## src/rtl/multicycle_core_ctrl_if.sv

```systemverilog
// Fetch and data memory handshake bundle for the multi-cycle core sequencer.
// master = sequencer side, slave = memory side.
interface multicycle_core_ctrl_if #(
  parameter int unsigned XLEN = 64
);
  logic            ifu_req_valid;
  logic            ifu_req_ready;
  logic [XLEN-1:0] ifu_addr;
  logic            ifu_rsp_valid;
  logic [31:0]     ifu_rsp_inst;
  logic            lsu_req_valid;
  logic            lsu_req_ready;
  logic            lsu_req_wen;
  logic            lsu_rsp_valid;
  logic [XLEN-1:0] lsu_rsp_rdata;

  modport master (
    output ifu_req_valid, ifu_addr, lsu_req_valid, lsu_req_wen,
    input  ifu_req_ready, ifu_rsp_valid, ifu_rsp_inst,
    input  lsu_req_ready, lsu_rsp_valid, lsu_rsp_rdata
  );

  modport slave (
    input  ifu_req_valid, ifu_addr, lsu_req_valid, lsu_req_wen,
    output ifu_req_ready, ifu_rsp_valid, ifu_rsp_inst,
    output lsu_req_ready, lsu_rsp_valid, lsu_rsp_rdata
  );
endinterface

```

## src/rtl/multicycle_core_ctrl.sv

```systemverilog
// Multi-cycle RV64 sequencer: fetch/execute/memory/writeback over valid-ready memories.
// Optional PERF_CNT_EN builds the 64-bit cycle and retired-instruction counters.
module multicycle_core_ctrl #(
  parameter int unsigned     XLEN     = 64,
  parameter logic [XLEN-1:0] RESET_PC = XLEN'(64'h8000_0000),
  parameter int unsigned     TIMEOUT  = 255
) (
  input  logic                 clk,
  input  logic                 rst,
  multicycle_core_ctrl_if.master mem,
  output logic [31:0]          inst,
  input  logic                 dec_is_load,
  input  logic                 dec_is_store,
  input  logic                 dec_is_ebreak,
  input  logic                 dec_illegal,
  input  logic [XLEN-1:0]      dnpc,
  input  logic [XLEN-1:0]      a0,
  output logic [XLEN-1:0]      load_data,
  output logic                 reg_wen,
  output logic [XLEN-1:0]      pc,
  output logic                 retired,
  output logic                 halted,
  output logic                 trap_good,
  output logic                 error,
  output logic [63:0]          cyc_cnt,
  output logic [63:0]          instret_cnt
);
  localparam int unsigned TMO_W = 8;
  localparam logic [31:0] NOP   = 32'h0000_0013;

  typedef enum logic [3:0] {
    S_IDLE, S_IF, S_IF_WAIT, S_EX, S_MEM, S_MEM_WAIT, S_WB, S_HALT, S_ERR
  } state_e;

  state_e           state_q, state_d;
  logic [TMO_W-1:0] tmo_q, tmo_d;
  logic [XLEN-1:0]  pc_q, pc_d;
  logic [31:0]      inst_q, inst_d;
  logic [XLEN-1:0]  load_data_q, load_data_d;
  logic             is_load_q, is_load_d;
  logic             is_store_q, is_store_d;
  logic             trap_good_q, trap_good_d;
  logic             ifu_req_valid_q, ifu_req_valid_d;
  logic             lsu_req_valid_q, lsu_req_valid_d;
  logic             lsu_req_wen_q, lsu_req_wen_d;
  logic             reg_wen_q, reg_wen_d;
  logic             retired_q, retired_d;
  logic             halted_q, halted_d;
  logic             error_q, error_d;
  logic             wait_st;
  logic             hs_done;

  // Next-state, datapath latches and registered-output decode
  always_comb begin
    state_d     = state_q;
    tmo_d       = tmo_q;
    pc_d        = pc_q;
    inst_d      = inst_q;
    load_data_d = load_data_q;
    is_load_d   = is_load_q;
    is_store_d  = is_store_q;
    trap_good_d = trap_good_q;
    wait_st     = 1'b0;
    hs_done     = 1'b0;

    case (state_q)
      S_IDLE: state_d = S_IF;
      S_IF: begin
        wait_st = 1'b1;
        if (mem.ifu_req_ready) begin
          hs_done = 1'b1;
          state_d = S_IF_WAIT;
        end
      end
      S_IF_WAIT: begin
        wait_st = 1'b1;
        if (mem.ifu_rsp_valid) begin
          hs_done = 1'b1;
          inst_d  = mem.ifu_rsp_inst;
          state_d = S_EX;
        end
      end
      S_EX: begin
        if (dec_is_ebreak) begin
          trap_good_d = (a0 == '0);
          state_d     = S_HALT;
        end else if (dec_illegal || (dec_is_load && dec_is_store)) begin
          state_d = S_ERR;
        end else begin
          is_load_d  = dec_is_load;
          is_store_d = dec_is_store;
          state_d    = (dec_is_load || dec_is_store) ? S_MEM : S_WB;
        end
      end
      S_MEM: begin
        wait_st = 1'b1;
        if (mem.lsu_req_ready) begin
          hs_done = 1'b1;
          state_d = S_MEM_WAIT;
        end
      end
      S_MEM_WAIT: begin
        wait_st = 1'b1;
        if (mem.lsu_rsp_valid) begin
          hs_done = 1'b1;
          if (is_load_q) load_data_d = mem.lsu_rsp_rdata;
          state_d = S_WB;
        end
      end
      S_WB: begin
        pc_d    = dnpc;
        state_d = S_IF;
      end
      S_HALT:  state_d = S_HALT;
      S_ERR:   state_d = S_ERR;
      default: state_d = S_ERR;
    endcase

    // A handshake in the final allowed cycle takes precedence over the timeout
    if (wait_st && !hs_done && (tmo_q == TMO_W'(TIMEOUT - 1))) state_d = S_ERR;

    if (state_d != state_q) tmo_d = '0;
    else if (wait_st)       tmo_d = tmo_q + TMO_W'(1);

    ifu_req_valid_d = (state_d == S_IF);
    lsu_req_valid_d = (state_d == S_MEM);
    lsu_req_wen_d   = (state_d == S_MEM) && is_store_d;
    reg_wen_d       = (state_d == S_WB) && !is_store_d;
    retired_d       = (state_d == S_WB);
    halted_d        = (state_d == S_HALT);
    error_d         = (state_d == S_ERR);
  end

  always_ff @(posedge clk or negedge rst) begin
    if (!rst) begin
      state_q         <= S_IDLE;
      tmo_q           <= '0;
      pc_q            <= RESET_PC;
      inst_q          <= NOP;
      load_data_q     <= '0;
      is_load_q       <= 1'b0;
      is_store_q      <= 1'b0;
      trap_good_q     <= 1'b0;
      ifu_req_valid_q <= 1'b0;
      lsu_req_valid_q <= 1'b0;
      lsu_req_wen_q   <= 1'b0;
      reg_wen_q       <= 1'b0;
      retired_q       <= 1'b0;
      halted_q        <= 1'b0;
      error_q         <= 1'b0;
    end else begin
      state_q         <= state_d;
      tmo_q           <= tmo_d;
      pc_q            <= pc_d;
      inst_q          <= inst_d;
      load_data_q     <= load_data_d;
      is_load_q       <= is_load_d;
      is_store_q      <= is_store_d;
      trap_good_q     <= trap_good_d;
      ifu_req_valid_q <= ifu_req_valid_d;
      lsu_req_valid_q <= lsu_req_valid_d;
      lsu_req_wen_q   <= lsu_req_wen_d;
      reg_wen_q       <= reg_wen_d;
      retired_q       <= retired_d;
      halted_q        <= halted_d;
      error_q         <= error_d;
    end
  end

`ifdef PERF_CNT_EN
  logic [63:0] cyc_cnt_q, cyc_cnt_d;
  logic [63:0] instret_cnt_q, instret_cnt_d;

  // Cycle count freezes once the core has stopped
  always_comb begin
    cyc_cnt_d     = cyc_cnt_q;
    instret_cnt_d = instret_cnt_q + 64'(retired_q);
    if (state_q != S_HALT && state_q != S_ERR) cyc_cnt_d = cyc_cnt_q + 64'd1;
  end

  always_ff @(posedge clk or negedge rst) begin
    if (!rst) begin
      cyc_cnt_q     <= '0;
      instret_cnt_q <= '0;
    end else begin
      cyc_cnt_q     <= cyc_cnt_d;
      instret_cnt_q <= instret_cnt_d;
    end
  end

  assign cyc_cnt     = cyc_cnt_q;
  assign instret_cnt = instret_cnt_q;
`else
  assign cyc_cnt     = '0;
  assign instret_cnt = '0;
`endif

  assign mem.ifu_req_valid = ifu_req_valid_q;
  assign mem.ifu_addr      = pc_q;
  assign mem.lsu_req_valid = lsu_req_valid_q;
  assign mem.lsu_req_wen   = lsu_req_wen_q;
  assign inst              = inst_q;
  assign load_data         = load_data_q;
  assign reg_wen           = reg_wen_q;
  assign pc                = pc_q;
  assign retired           = retired_q;
  assign halted            = halted_q;
  assign trap_good         = trap_good_q;
  assign error             = error_q;
endmodule

```

## src/flat_wrapper.sv

```systemverilog
// flat-port wrapper written by rule: the top's interface ports become plain ports
module multicycle_core_ctrl_flat 
#(
  parameter int unsigned     XLEN     = 64,
  parameter logic [XLEN-1:0] RESET_PC = XLEN'(64'h8000_0000),
  parameter int unsigned     TIMEOUT  = 255
)
  (clk, rst, inst, dec_is_load, dec_is_store, dec_is_ebreak, dec_illegal, dnpc, a0, load_data, reg_wen, pc, retired, halted, trap_good, error, cyc_cnt, instret_cnt, mem_ifu_req_valid, mem_ifu_addr, mem_lsu_req_valid, mem_lsu_req_wen, mem_ifu_req_ready, mem_ifu_rsp_valid, mem_ifu_rsp_inst, mem_lsu_req_ready, mem_lsu_rsp_valid, mem_lsu_rsp_rdata);
  multicycle_core_ctrl_if #(.XLEN(XLEN)) mem_i ();
  input  logic clk;
  input  logic rst;
  output logic [31:0] inst;
  input  logic dec_is_load;
  input  logic dec_is_store;
  input  logic dec_is_ebreak;
  input  logic dec_illegal;
  input  logic [XLEN-1:0] dnpc;
  input  logic [XLEN-1:0] a0;
  output logic [XLEN-1:0] load_data;
  output logic reg_wen;
  output logic [XLEN-1:0] pc;
  output logic retired;
  output logic halted;
  output logic trap_good;
  output logic error;
  output logic [63:0] cyc_cnt;
  output logic [63:0] instret_cnt;
  output wire logic [$bits(mem_i.ifu_req_valid)-1:0] mem_ifu_req_valid;
  output wire logic [$bits(mem_i.ifu_addr)-1:0] mem_ifu_addr;
  output wire logic [$bits(mem_i.lsu_req_valid)-1:0] mem_lsu_req_valid;
  output wire logic [$bits(mem_i.lsu_req_wen)-1:0] mem_lsu_req_wen;
  input wire logic [$bits(mem_i.ifu_req_ready)-1:0] mem_ifu_req_ready;
  input wire logic [$bits(mem_i.ifu_rsp_valid)-1:0] mem_ifu_rsp_valid;
  input wire logic [$bits(mem_i.ifu_rsp_inst)-1:0] mem_ifu_rsp_inst;
  input wire logic [$bits(mem_i.lsu_req_ready)-1:0] mem_lsu_req_ready;
  input wire logic [$bits(mem_i.lsu_rsp_valid)-1:0] mem_lsu_rsp_valid;
  input wire logic [$bits(mem_i.lsu_rsp_rdata)-1:0] mem_lsu_rsp_rdata;
  assign mem_ifu_req_valid = mem_i.ifu_req_valid;
  assign mem_ifu_addr = mem_i.ifu_addr;
  assign mem_lsu_req_valid = mem_i.lsu_req_valid;
  assign mem_lsu_req_wen = mem_i.lsu_req_wen;
  assign mem_i.ifu_req_ready = mem_ifu_req_ready;
  assign mem_i.ifu_rsp_valid = mem_ifu_rsp_valid;
  assign mem_i.ifu_rsp_inst = mem_ifu_rsp_inst;
  assign mem_i.lsu_req_ready = mem_lsu_req_ready;
  assign mem_i.lsu_rsp_valid = mem_lsu_rsp_valid;
  assign mem_i.lsu_rsp_rdata = mem_lsu_rsp_rdata;
  multicycle_core_ctrl #(.XLEN(XLEN), .RESET_PC(RESET_PC), .TIMEOUT(TIMEOUT)) u_core (.clk(clk), .rst(rst), .mem(mem_i), .inst(inst), .dec_is_load(dec_is_load), .dec_is_store(dec_is_store), .dec_is_ebreak(dec_is_ebreak), .dec_illegal(dec_illegal), .dnpc(dnpc), .a0(a0), .load_data(load_data), .reg_wen(reg_wen), .pc(pc), .retired(retired), .halted(halted), .trap_good(trap_good), .error(error), .cyc_cnt(cyc_cnt), .instret_cnt(instret_cnt));
endmodule
```

## config.mk

```make
export PLATFORM = sky130hd
export DESIGN_NAME = multicycle_core_ctrl_flat
export DESIGN_NICKNAME = d
export VERILOG_FILES = /design/src/rtl/multicycle_core_ctrl_if.sv /design/src/rtl/multicycle_core_ctrl.sv /design/src/flat_wrapper.sv
export SDC_FILE = /design/constraint.sdc
export NUM_CORES = 1
export LEC_CHECK = 0
export CAP_MARGIN = 20
export CORE_AREA = 2 2 233 235
export CTS_BUF_LIST = sky130_fd_sc_hd__clkbuf_8
export CTS_CLUSTER_DIAMETER = 40
export CTS_CLUSTER_SIZE = 16
export DETAILED_ROUTE_END_ITERATION = 6
export DIE_AREA = 0 0 235 237
export DONT_BUFFER_PORTS = 1
export PLACE_DENSITY = 0.3
export REMOVE_ABC_BUFFERS = 1
export SLEW_MARGIN = 20
export SYNTH_ARGS = -nofsm -noshare
export SYNTH_HDL_FRONTEND = slang
export SYNTH_SLANG_ARGS = --single-unit
```

## constraint.sdc

```tcl
create_clock -name clk -period 2.45 [get_ports clk]
set_clock_uncertainty 0.1 [all_clocks]
set_input_delay 0.735 -clock clk [delete_from_list [all_inputs] [get_ports clk]]
set_output_delay 0.735 -clock clk [all_outputs]
set_load 0.01 [all_outputs]
```

; ---- After elaboration in Yosys (flattened, before gate mapping)
; Index checks and enable logic that the tools add are counted.
[classes]
n_addsub = 1
n_eq_ne = 14
mux = 20
bitwise_logic = 2
reduce_logical = 18
[op_table]
columns = op, count
row1 = $logic_not 64->1, 1
row2 = $eq 4x3->1 const B, 7
row3 = $mux 4, 7
row4 = $pmux 4 s7, 1
row5 = $mux 8, 2
row6 = $add 8x1->8 const B, 1
row7 = $eq 4x1->1 const B, 2
row8 = $eq 4x2->1 const B, 2
row9 = $eq 8x8->1 const B, 1
row10 = $mux 1, 8
row11 = $reduce_and 3->1, 2
row12 = $logic_and 1x1->1, 5
row13 = $eq 4x4->1 const B, 1
row14 = $logic_not 4->1, 1
row15 = $ne 4x4->1, 1
row16 = $pmux 1 s4, 1
row17 = $reduce_and 2->1, 2
row18 = $reduce_or 4->1, 1
row19 = $logic_not 1->1, 2
row20 = $logic_or 1x1->1, 2
row21 = $mux 2, 1
row22 = $not 1->1, 2
row23 = $reduce_bool 2->1, 1
row24 = $reduce_or 2->1, 1
[word_totals]
register_bits = 182
input_bits = 234
output_inout_bits = 360
wordCells = 70

; ---- Logic depth before layout (Yosys ltp)
; Gate-level depths: netlist of run 1.
[logic_depth]
depth_word = 8
depth_mapped = 7
mapped_depth_nobuf = 6

; ---- Worst setup path before layout of run 1
; OpenSTA, ideal clock, no wires.
[synth_path]
kind = input -> register
startpoint = input dec_is_store
endpoint = register u_core.tmo_q[1]
arrival_time_ps = 1968
slack_ps = 271
cell_stages = 5
cell_sequence = or3_1 a211oi_1 a2bb2oi_1 a211oi_2 a2111oi_2
[synth_between]
elab_chain_len = 8
[synth_rtl]
columns = element, line
row1 = start: declaration, flat_wrapper.sv:14  ; input logic dec_is_store;
row2 = $logic_or 1x1->1 / $logic_and 1x1->1 (equally long branches), "multicycle_core_ctrl.sv:92, multicycle_core_ctrl.sv:87"
row3 = $mux 2 / $logic_or 1x1->1 (equally long branches), "multicycle_core_ctrl.sv:92, multicycle_core_ctrl.sv:87"
row4 = $mux 4 *, multicycle_core_ctrl.sv:87  ; end else if (dec_illegal || (dec_is_load && dec_is_store)) begin
row5 = $mux 4 *, multicycle_core_ctrl.sv:84  ; if (dec_is_ebreak) begin
row6 = $pmux 4 s7 *, multicycle_core_ctrl.sv:66  ; case (state_q)
row7 = $mux 4 *, multicycle_core_ctrl.sv:120  ; if (wait_st && !hs_done && (tmo_q == TMO_W'(TIMEOUT - 1))) state_d = S_ERR;
row8 = $ne 4x4->1 *, multicycle_core_ctrl.sv:122  ; if (state_d != state_q) tmo_d = '0;
row9 = $mux 8 / $reduce_bool 2->1 (equally long branches), -
row10 = end signal: assignment, multicycle_core_ctrl.sv:153  ; tmo_q <= tmo_d;
row11 = end: declaration, multicycle_core_ctrl.sv:36  ; logic [TMO_W-1:0] tmo_q, tmo_d;
; Mark *: on every way between the ends. The rest lies on a longest branch, timed or not.
; A chain may end at the register's enable or synchronous reset.

; ---- Final worst setup path of run 1
[layout_path]
startpoint = register u_core.state_q[1]
endpoint = register u_core.load_data_q[12], in the netlist u_core.load_data[12]
[layout_between]
elab_chain_len = 2
[layout_rtl]
columns = element, line
row1 = start: declaration, multicycle_core_ctrl.sv:35  ; state_e state_q, state_d;
row2 = start signal: assignment, multicycle_core_ctrl.sv:152  ; state_q <= state_d;
row3 = $eq 4x3->1, multicycle_core_ctrl.sv:66
row4 = $reduce_and 3->1 (no line), -
row5 = end signal: assignment, multicycle_core_ctrl.sv:156  ; load_data_q <= load_data_d;
row6 = end: declaration, multicycle_core_ctrl.sv:39  ; logic [XLEN-1:0] load_data_q, load_data_d;
; Every way passes these cells.

==> results of run 1 <==
-- layer usage --
layer | vias to the layer above | wire (um) | GRT usage
met5 | - | 0 | 0
met4 | 0 | 498 | 0.0391
met3 | 25 | 1610 | 0.0325
met2 | 246 | 12000 | 0.134
met1 | 2341 | 8450 | 0.0856
li1 | 1927 | - | -
-- power groups by stage --
stage,Sequential (mW),Clock [mW],Combinational [mW]
5_1_grt,3.00,2.33,0.116
3_5_place_dp,3.06,0,0.101
2_1_floorplan,3.06,0,0.0980
6_report,3.00,2.04,0.106
3_3_place_gp,3.06,0,0.101
4_1_cts,3.00,2.24,0.101
-- area by class of cell --
cell class                      instances  area (sq um)
Clock inverter                         13           113
Clock buffer                           19           262
Inverter                                7          26.3
Tap cell                              696           871
Antenna cell                            1          2.50
Timing Repair Buffer                   16           195
Fill cell                            5841         44200
Sequential cell                       182          4560
Multi-Input combinational cell        404          3100
-- critical path: stages (launching register included) --
cell     delay (ns)
dfrtp_1        0.56
and2b_1        0.29
nand3_1        0.15
nor3b_2        0.28
buf_12         0.35
mux2_2         0.39
-- Yosys cell counts, drive strengths merged, types with 4 or more instances --
cell type    n  area, sq um
xor2         5         43.8
dfstp        4          105
dfrtp      178         4450
nor4        20          140
nor3        12         71.3
inv          6         22.5
o21ai        4         20.0
nor3b        4         35.0
nand3        4         20.0
mux2       162         1830
nand4       11         68.8
nor2        10         37.5
buf        213         1570
a21oi        5         25.0
-- cell families (layout without fill, tap and decap cells) --
group / Yosys count / in the layout
buffers and inverters: 220 / 55
DFF: 182 / 182
muxes: 162 / 162
and+or+nand+nor: 80 / 80
AOI/OAI and AO/OA: 26 / 26
xor gates and xnor gates: 6 / 6
adders and majority gates: 2 / 2
other: 1 / 129
-- layout by cell type (no fill, tap or decap), types with 2 or more instances in the layout --
| cell type | count |
|---|---|
| a211oi_1 | 2 |
| nor2b_1 | 2 |
| nor3b_2 | 2 |
| nor4_1 | 19 |
| dfstp_2 | 4 |
| nand2_1 | 2 |
| nor2_1 | 10 |
| a21oi_1 | 5 |
| inv_2 | 2 |
| xor2_1 | 5 |
| clkbuf_8 | 19 |
| nor3_1 | 11 |
| o21ai_0 | 3 |
| mux2_2 | 156 |
| clkinvlp_4 | 3 |
| nand3_1 | 4 |
| nand3b_1 | 2 |
| mux2_1 | 5 |
| or3_1 | 3 |
| clkinv_4 | 5 |
| dfrtp_1 | 178 |
| nor3b_1 | 2 |
| o211ai_1 | 2 |
| conb_1 | 128 |
| buf_4 | 10 |
| and3_1 | 3 |
| buf_12 | 6 |
| inv_1 | 7 |
| ha_1 | 2 |
| nand4_1 | 11 |
-- repair_timing --
action                                 in CTS  in global routing
setup endpoints to repair                   0                  1
gates resized for setup                     0                  1
endpoints found under the hold margin     182                178
-- worst paths after layout --
| check | start | end | slack [ns] | cells after the start |
|---|---|---|---|---|
| min | rst | u_core.load_data[34] | -0.21 | 0 |
| max reg2reg | u_core.state_q[1] | u_core.load_data[12] | 0.17 | 5 |
| min reg2reg | u_core.is_load_q | u_core.is_load_q | 0.40 | 2 |
| max in group asynchronous | rst | u_core.inst[1] | 1.97 | 0 |
| max | u_core.state_q[1] | u_core.load_data[12] | 0.17 | 5 |
| min in group clk | mem_ifu_rsp_inst[21] | u_core.inst[21] | 0.24 | 1 |
-- state kept, by name, indices dropped and copies added, names as in the netlist --
signal / cells
u_core.tmo_q: 8
u_core.state_q: 4
u_core.load_data: 64
u_core.halted: 1
u_core.mem.ifu_addr: 64
u_core.retired: 1
u_core.is_load_q: 1
u_core.is_store_q: 1
u_core.error: 1
u_core.mem.lsu_req_valid: 1
u_core.inst: 32
u_core.reg_wen: 1
u_core.mem.ifu_req_valid: 1
u_core.trap_good: 1
u_core.mem.lsu_req_wen: 1
-- metrics by stage --
stage / std cells / utilization / worst slack, ns / TNS [ns] / hold slack [ns]
final: 1338 / 0.171 / 0.174 / 0 / -0.211
after global routing: 1338 / 0.171 / 0.0467 / 0 / -0.302
after CTS: 1337 / 0.171 / 0.152 / 0 / -0.326
after detailed placement: 1305 / 0.164 / -0.0285 / -0.0371 / 0.344
after global placement: 1305 / 0.164 / -0.0244 / -0.0455 / 0.344
after floorplan: 593 / - / -3.97 / -322.65 / 0.339
==> impl_metrics.toml, run 1 <==
[detailed_routing]
vias = 4539
firstDrtPassIters = 4
ant_nets = 0
wirelength_um = 22500
route.detailed.drc = 0
wl_per_cell_um = 16.8
drt_iter0_drc = 199
routed_via_density = 3.39

[clock_network]
cts_buffer_depth = 2
clk_pin_slew_worst_paths_ns = 0.11
cts_root_buf = "clkbuf_8"
postCtsSetupBuffers = 0
clock_sinks = 182
cts_tree = "built"
cts_buffers = 17
clk_latency_ns = 0.52
cts_htree_levels = 4

[floorplanning]
start_util = 0.165
fp-row-count = 85
coreArea_sq_um = 53300
dieArea_sq_um = 55700
die_y_um = 237
die_w_um = 235
io_pins = 594

[global_route]
overflow = 0
global_route.usage.total = 0.0792
first_global_vias = 4619
antenna_found_initial = 1
grt_max_degree = 183
grt_pass1_wl_um = 31900

[power_and_ir_drop]
switching_share = 0.250
clockPowerShare = 0.396
ir_drop_mv = 0.351
p_comb_frac = 0.021
p_seq_frac = 0.583
switching_power_mw = 1.29
intPower_mw = 3.86
p_per_area_nw_per_um2 = 564
total_power_mw = 5.15
power_leakage_nw = 4.36

[min_path]
hp-class = "in -> async"

[setup_path]
required_ns = 2.77
cp_max_fo = 64
setup.worst_path.class = "reg -> reg"
critPathArrivalTime_ns = 2.59
startpoint_type = "flop"
endpoint_kind = "flop"

[run_status]
outcome = "finished with violations"
violations = "hold timing"

[synth]
synth.avg_cell_area_sq_um = 12.9
yosys_warnings = 0
synthSimpleGateAreaFrac = 0.0574
synthArstFlopShare = 1.00
ys_types = 54
synth-adder-area-share = 0.00285
synth_mux_area_frac = 0.208
synth-xor-area-share = 0.00599
synth-main-ff-cell = "dfrtp_1"
synth_compound_area_frac = 0.0225
synth_enable_flop_cells = 0
synth_area_sq_um = 8770
synth_top_family_by_area = "multiplexers"
synth_cells = 679
synth-seq-area-share = 0.520
synth-seq-cells = 182

[sta]
max_freq_mhz = 439
rsz0062_at_grt = "no"
setup_violations = 0
maxSlewViolCount = 0
final-hold-violation-count = 178
slew_headroom = 0.631
finalCritPeriodShare = 0.929
worstMarginPinSlew_ns = 0.554
min_period_ns = 2.28
holdWs_ns = -0.211

[final_layout]
finalNetCount = 864
syn_to_final_growth_pct = 4.08
fin_area_sq_um = 9130
drive_above_1_share = 0.340

[run]
drv_cap = 0

[placed_design]
placed_area_sq_um = 8740
dp_hpwl_um = 16800
io_buffers = 0
gp_congestion = 0.735
Note: power is estimated with default switching activity, not from simulation.
==> run 2: changes to the inputs <==
--- a/config.mk
+++ b/config.mk
@@ -13,6 +13,7 @@
 export DETAILED_ROUTE_END_ITERATION = 6
 export DIE_AREA = 0 0 235 237
 export DONT_BUFFER_PORTS = 1
+export GPL_TIMING_DRIVEN = 0
 export PLACE_DENSITY = 0.3
 export REMOVE_ABC_BUFFERS = 1
 export SLEW_MARGIN = 20
==> impl_metrics.toml, run 2 (synthesized netlist as in run 1, its figures left out) <==
[run_status]
violations = "hold timing"
outcome = "finished with violations"

[global_route]
global_route.usage.total = 0.0794
grt_max_degree = 183
antenna_found_initial = 3
first_global_vias = 4682
overflow = 0
grt_pass1_wl_um = 31700

[final_layout]
fin_area_sq_um = 9180
mostFrequentLayoutCells = "dfrtp_1, mux2_2, conb_1"
finalNetCount = 873
syn_to_final_growth_pct = 4.69
final_common_cell = "dfrtp_1"
drive_above_1_share = 0.355
final_core_util = 0.172
fin_cells = 1347
fillers = 5847

[power_and_ir_drop]
intPower_mw = 3.93
p_per_area_nw_per_um2 = 568
ir_drop_mv = 0.320
clockPowerShare = 0.404
switching_power_mw = 1.28
switching_share = 0.245
p_seq_frac = 0.576
p_comb_frac = 0.020
total_power_mw = 5.21
power_leakage_nw = 4.41

[clock_network]
cts_htree_levels = 4
cts_buffers = 17
clock_sinks = 182
clk_latency_ns = 0.54
cts_tree = "built"
cts_buffer_depth = 2
clk_pin_slew_worst_paths_ns = 0.09
cts_root_buf = "clkbuf_8"

[placed_design]
place_ws_ns = -0.615
dp_hpwl_um = 17300
dpl.cell_count = 1306
gp_congestion = 0.721
io_buffers = 0
placed_area_sq_um = 8710

[setup_path]
setup.worst_path.class = "reg -> reg"
endpoint_kind = "flop"
required_ns = 2.77
startpoint_type = "flop"
cp_max_fo = 12
critPathArrivalTime_ns = 2.64

[detailed_routing]
routed_via_density = 3.38
vias = 4550
wirelength_um = 22500
wl_per_cell_um = 16.7
route.detailed.drc = 0
drt_iter0_drc = 189
ant_nets = 0
firstDrtPassIters = 4

[sta]
setup_violations = 0
worstMarginPinSlew_ns = 0.687
finalCritPeriodShare = 0.947
slew_headroom = 0.541
max_freq_mhz = 431
min_period_ns = 2.32
fin_ws_ns = 0.130
rsz0062_at_grt = "no"
final-hold-violation-count = 178
holdWs_ns = -0.219
maxSlewViolCount = 0

[floorplanning]
die_w_um = 235
io_pins = 594
coreArea_sq_um = 53300
start_util = 0.165
fp-row-count = 85
die_y_um = 237
dieArea_sq_um = 55700

[min_path]
hp-class = "in -> async"

[run]
drv_cap = 0
-- run 2: final cells by class --
class / instances / area (sq um) / share of cell area
clock inverter: 14 / 136 / 0.0149
clock buffer: 18 / 248 / 0.0270
sequential: 182 / 4560 / 0.497
antenna: 1 / 2.50 / 0.000273
tap: 696 / 871 / 0.0948
inverter: 7 / 26.3 / 0.00286
multi-input combinational: 404 / 3090 / 0.337
timing repair buffer: 25 / 241 / 0.0263
-- run 2: per-layer routing --
metal	part of all wire	GRT usage	vias up
met5	0	0	-
met4	0.027	0.0456	0
met3	0.056	0.0246	26
met2	0.54	0.138	242
met1	0.38	0.0849	2344
li1	-	-	1938
-- run 2: power by group through the flow --
stage          clock (mW)  combinational (mW)  sequential, mW
6_report             2.10               0.105            3.00
5_1_grt              2.39               0.115            3.00
4_1_cts              2.28               0.100            3.00
3_5_place_dp            0               0.100            3.06
3_3_place_gp            0               0.100            3.06
2_1_floorplan           0              0.0980            3.06
-- run 2: through the flow --
step                hold WS, ns  setup TNS [ns]
finish                   -0.219               0
global route             -0.294               0
CTS                      -0.308               0
detailed placement        0.343          -22.98
global placement          0.344         -702.28
floorplan                 0.339         -322.65
-- run 2: final timing paths --
check	from	end	slack, ns	depth (start not counted)
min in group clk	mem_ifu_rsp_inst[24]	u_core.inst[24]	0.23	1
max in group asynchronous	rst	u_core.inst[0]	2.13	0
worst min-delay path	rst	u_core.load_data[50]	-0.22	0
worst max-delay path	u_core.state_q[3]	u_core.mem.ifu_addr[17]	0.13	7
worst max register to register	u_core.state_q[3]	u_core.mem.ifu_addr[17]	0.13	7
worst min register to register	u_core.is_load_q	u_core.is_load_q	0.41	2
-- run 2: critical path: stages, from the launching register on --
cell     delay [ns]
dfrtp_2        0.50
nor4_4         0.33
buf_6          0.16
buf_8          0.14
buf_4          0.21
buf_6          0.18
buf_4          0.22
mux2_2         0.35
-- run 2: timing repair --
item,in CTS,in global routing
setup endpoints to repair,68,29
setup buffers,7,2
resized for setup,7,2
pin swaps,2,1
endpoints found under the hold margin,182,182
==> run 3: changes to the inputs <==
--- a/config.mk
+++ b/config.mk
@@ -6,12 +6,12 @@
 export NUM_CORES = 1
 export LEC_CHECK = 0
 export CAP_MARGIN = 20
-export CORE_AREA = 2 2 233 235
+export CORE_AREA = 2 2 230 232
 export CTS_BUF_LIST = sky130_fd_sc_hd__clkbuf_8
 export CTS_CLUSTER_DIAMETER = 40
 export CTS_CLUSTER_SIZE = 16
 export DETAILED_ROUTE_END_ITERATION = 6
-export DIE_AREA = 0 0 235 237
+export DIE_AREA = 0 0 232 234
 export DONT_BUFFER_PORTS = 1
 export GPL_TIMING_DRIVEN = 0
 export PLACE_DENSITY = 0.3
==> impl_metrics.toml, run 3 (synthesized netlist as in run 1, its figures left out) <==
[setup_path]
setup.worst_path.class = "reg -> reg"
worstPathCellList = "buf_4 > mux2_4 > and2_4 > a211o_1 > or3_1 > nor2_1"
r2r_start = "u_core.state_q[2]"
cp_max_fo = 12
path_buf_inv = 1
cp_top_family = "simple AND/OR/NAND/NOR gates"
crit_start = "u_core.state_q[2]"
critPathArrivalTime_ns = 2.69
slowest_stage = "dfrtp_2"
startpoint_type = "flop"
endpoint_kind = "flop"
max_stage_delay_ns = 0.47
required_ns = 2.78

[power_and_ir_drop]
clockPowerShare = 0.421
switching_power_mw = 1.35
power_leakage_nw = 4.42
p_per_area_nw_per_um2 = 585
p_seq_frac = 0.559
p_comb_frac = 0.020
switching_share = 0.252
ir_drop_mv = 0.286
intPower_mw = 4.02

[clock_network]
cts_htree_levels = 4
clock_sinks = 182
clk_pin_slew_worst_paths_ns = 0.10
cts_buffers = 17
clk_latency_ns = 0.54
cts_root_buf = "clkbuf_8"
cts_tree = "built"
cts_buffer_depth = 2

[global_route]
global_route.usage.total = 0.0788
first_global_vias = 4409
overflow = 0
grt_max_degree = 183
grt_pass1_wl_um = 30300
antenna_found_initial = 1

[detailed_routing]
wirelength_um = 22400
routed_via_density = 3.36
route.detailed.drc = 0
wl_per_cell_um = 16.8
vias = 4489
firstDrtPassIters = 4
drt_iter0_drc = 182
ant_nets = 0

[floorplanning]
start_util = 0.169
fp-row-count = 84
die_w_um = 232
coreArea_sq_um = 52000
die_y_um = 234
dieArea_sq_um = 54300
io_pins = 594

[final_layout]
syn_to_final_growth_pct = 4.64
drive_above_1_share = 0.358
multi_input_area_sq_um = 3100
final_common_cell = "dfrtp_1"
mostFrequentLayoutCells = "dfrtp_1, mux2_2, conb_1"
final_core_util = 0.176
fillers = 5741
regArea_sq_um = 4560
finalNetCount = 871
fin_cells = 1337

[sta]
max_freq_mhz = 424
maxSlewViolCount = 0
slew_headroom = 0.563
finalCritPeriodShare = 0.964
final-hold-violation-count = 181
rsz0062_at_grt = "no"
fin_ws_ns = 0.0894
worstMarginPinSlew_ns = 0.655
min_period_ns = 2.36
setup_violations = 0
holdWs_ns = -0.229

[placed_design]
gp_congestion = 0.734
dpl.cell_count = 1298
dp_hpwl_um = 17000
place_ws_ns = -0.689
io_buffers = 0

[run_status]
violations = "hold timing"
outcome = "finished with violations"

[run]
drv_cap = 0

[min_path]
hp-class = "in -> async"
[run 3: cell count changes in the layout (fill, tap and decap cells not counted), sizes merged]
cell and delta:
inv +1, clkinvlp -1, buf -2, clkinv -2
clkbuf +2
[run 3: area by class of cell]
cell class              instances  share of cell area
flip-flops and latches        182               0.497
inverters                       7             0.00286
repair buffers                 23              0.0230
well taps                     688              0.0938
multi-input cells             404               0.338
clock buffers                  20              0.0300
diodes                          1            0.000273
clock inverters                12              0.0150
[run 3: per-stage QoR]
step	TNS (ns)	hold slack, ns	instance area, sq um	power, mW
after floorplan	-322.65	0.339	7670	3.16
after global placement	-684.60	0.344	8530	3.16
after CTS	0	-0.329	9180	5.55
after global routing	0	-0.299	9170	5.66
after detailed placement	-40.46	0.345	8690	3.16
final	0	-0.229	9180	5.37
[run 3: final timing paths]
| check | depth (start not counted) | slack, ns | to |
|---|---|---|---|
| hold / removal | 0 | -0.23 | u_core.inst[26] |
| max in group asynchronous | 0 | 1.97 | u_core.load_data[19] |
| setup / recovery | 6 | 0.09 | u_core.mem.lsu_req_valid |
| min in group clk | 1 | 0.22 | u_core.mem.ifu_addr[10] |
| setup reg to reg | 6 | 0.09 | u_core.mem.lsu_req_valid |
| hold reg to reg | 2 | 0.43 | u_core.is_load_q |
[run 3: power by group through the flow]
stage,sequential (mW),clock (mW),combinational (mW)
finish,3.00,2.26,0.105
global placement,3.06,0,0.100
floorplan,3.06,0,0.0980
CTS,3.00,2.44,0.101
global route,3.01,2.54,0.119
detailed placement,3.06,0,0.100
[run 3: per-layer routing]
layer / vias up / share of wire / track usage
met5: - / 0 / 0
met4: 0 / 0.020 / 0.0399
met3: 21 / 0.066 / 0.0299
met2: 224 / 0.53 / 0.131
met1: 2299 / 0.38 / 0.0883
li1: 1945 / - / -
[run 3: repair_timing]
action | CTS | global route
endpoints found under the setup margin | 142 | 20
endpoints found under the hold margin | 182 | 182
buffers inserted | 9 | 0
pin swaps | 3 | 1
gates resized for setup | 5 | 3
==> variant, RTL diff (config.mk and constraints of run 3) <==
Re-encode `state_e` (9 states) as Gray code, 4 bits wide.
--- a/src/rtl/multicycle_core_ctrl.sv
+++ b/src/rtl/multicycle_core_ctrl.sv
@@ -30,5 +30,5 @@
 
   typedef enum logic [3:0] {
-    S_IDLE, S_IF, S_IF_WAIT, S_EX, S_MEM, S_MEM_WAIT, S_WB, S_HALT, S_ERR
+    S_IDLE = 4'b0000, S_IF = 4'b0001, S_IF_WAIT = 4'b0011, S_EX = 4'b0010, S_MEM = 4'b0110, S_MEM_WAIT = 4'b0111, S_WB = 4'b0101, S_HALT = 4'b0100, S_ERR = 4'b1100
   } state_e;
 
Formal check against the unedited RTL: same outputs for any inputs over 10 cycles, from zero or initial values and one cycle with rst low; not proved beyond that.
==> variant against run 3 <==
The run still ends with hold timing left; first-iteration DRC count decreased by 37%; sequential share of layout area rose by 0.36 points; sequential cell count unchanged; setup slack improved by 0.018 ns; die area unchanged; wire length is 2.6% lower; total power fell by 3.5%; non-clock buffer count down 8; synthesized area decreased by 0.49%; global-route usage shrank 0.20 points; final cell count shrank 1.1%; design area shrank 0.71%; critical path type unchanged; largest cell class unchanged.
==> variant: results (changes against run 3) <==
global_routing:
  grt_util_all_layers: 0.0768  # -0.00197
  met3_usage: 0.0328  # +0.00292
  grtUsageMet2: 0.135  # +0.00420
  grt_max_degree: 183  # unchanged
  gr-usage-met1: 0.0771  # -0.0112
  grt_first_pass_wirelength_um: 29800  # -1.6%
  grt_pass1_vias: 4453  # +1.0%
power:
  seqPwrFrac: 0.579  # +0.020
  p_leak_nw: 4.33  # -2.0%
  peakVddDrop_uv: 322  # +12%
  internal_power_w: 0.00392  # -2.4%
  p_seq_w: 0.00300  # about the same
synthesis:
  synth_fa_ha_area_frac: 0.00287  # +0.0000139
  netlist_top_cells_area: "dfrtp_1 (51%), mux2_2 (20%), buf_4 (17%), nor4_1 (1.2%), dfstp_2 (1.2%)"
  yosys-mux-area-fraction: 0.206  # -0.00199
  yosysSeqAreaShare: 0.522  # +0.00253
  synth-main-ff-cell: "dfrtp_1"
  synth-compound-area-share: 0.0214  # -0.00118
  avgSynthCellArea_um2: 13.0  # +0.70%
  synthTopCellsByCount: "buf_4 (193), dfrtp_1 (178), mux2_2 (156), nor4_1 (17), nor3_1 (12)"
  synth_xor_area_frac: 0.00803  # +0.00204
  yosysUniqueCellTypes: 44  # -19%
  async_reset_ff_frac: 1.00  # unchanged
setup_path:
  cp.arrival_ns: 2.65  # -0.04 ns
  worstRegToRegCells: 9  # +3
  crit_family: "buffers and inverters"
  critPathMaxFanout: 15  # +3
  critPathCapture: "u_core.mem.ifu_addr[58]"
  max_stage_delay_ns: 0.43  # -0.04 ns
  regToRegSetupSlack_ns: 0.11  # +0.02 ns
  cp-startpoint: "u_core.state_q[3]"
routing:
  wl_met3_um: 1730  # +18%
  wl_um: 21800  # -2.6%
  wl_met1_um: 7610  # -11%
  vias: 4421  # -1.5%
  dr_wl_met2_um: 11900  # unchanged
  drc: 0  # unchanged
  drtIter0Drc: 114  # -37%
finish:
  fin_cells: 1322  # -1.1%
  drive_gt1_frac: 0.355  # -0.00257
  fill_cells: 5758  # +0.30%
  fin_nets: 857  # -1.6%
placement:
  portBuffers: 0  # unchanged
  place_congestion: 0.753  # +2.5%
  postPlaceCellArea_um2: 8670  # -0.30%
  dp_hpwl_um: 16400  # -3.4%
outcome:
  outcome: "finished with violations"
  failed_checks: "hold timing"
sta:
  maxSlewViolCount: 0  # unchanged
  worstMarginPinSlew_ns: 0.755  # +0.101 ns
  final_hold_viol_count: 178  # -1.7%
  hold_slack_ns: -0.199  # +0.0300 ns
-- variant: cell types whose count changed in the layout (fill, tap and decap cells not counted), moves of 3 or more --
cell,before,now
buf_8,0,6
nand4_1,11,8
buf_4,15,5
buf_6,7,0
or3_1,3,0
nand2_1,2,8
-- variant: layout make-up --
cell class	instances	area, um^2	area share
sequential	182	4560	0.501
multi-input combinational	400	3060	0.336
tap	688	861	0.0945
clock buffer	21	289	0.0317
timing repair buffer	15	223	0.0244
clock inverter	10	95.1	0.0104
inverter	5	18.8	0.00206
antenna	1	2.50	0.000275
-- variant: timing repair --
| action | CTS | global route |
|---|---|---|
| buffers inserted | 5 | 0 |
| endpoints found under the setup margin | 91 | 26 |
| pin swaps | 2 | 0 |
| endpoints found under the hold margin | 182 | 179 |
| resized for setup | 5 | 3 |
-- variant: stage by stage --
stage	hold WS (ns)	setup WS, ns
floorplan	0.339	-0.562
global placement	0.347	-1.80
detailed placement	0.346	-0.458
CTS	-0.311	0.0275
global route	-0.289	0.00340
finish	-0.199	0.107
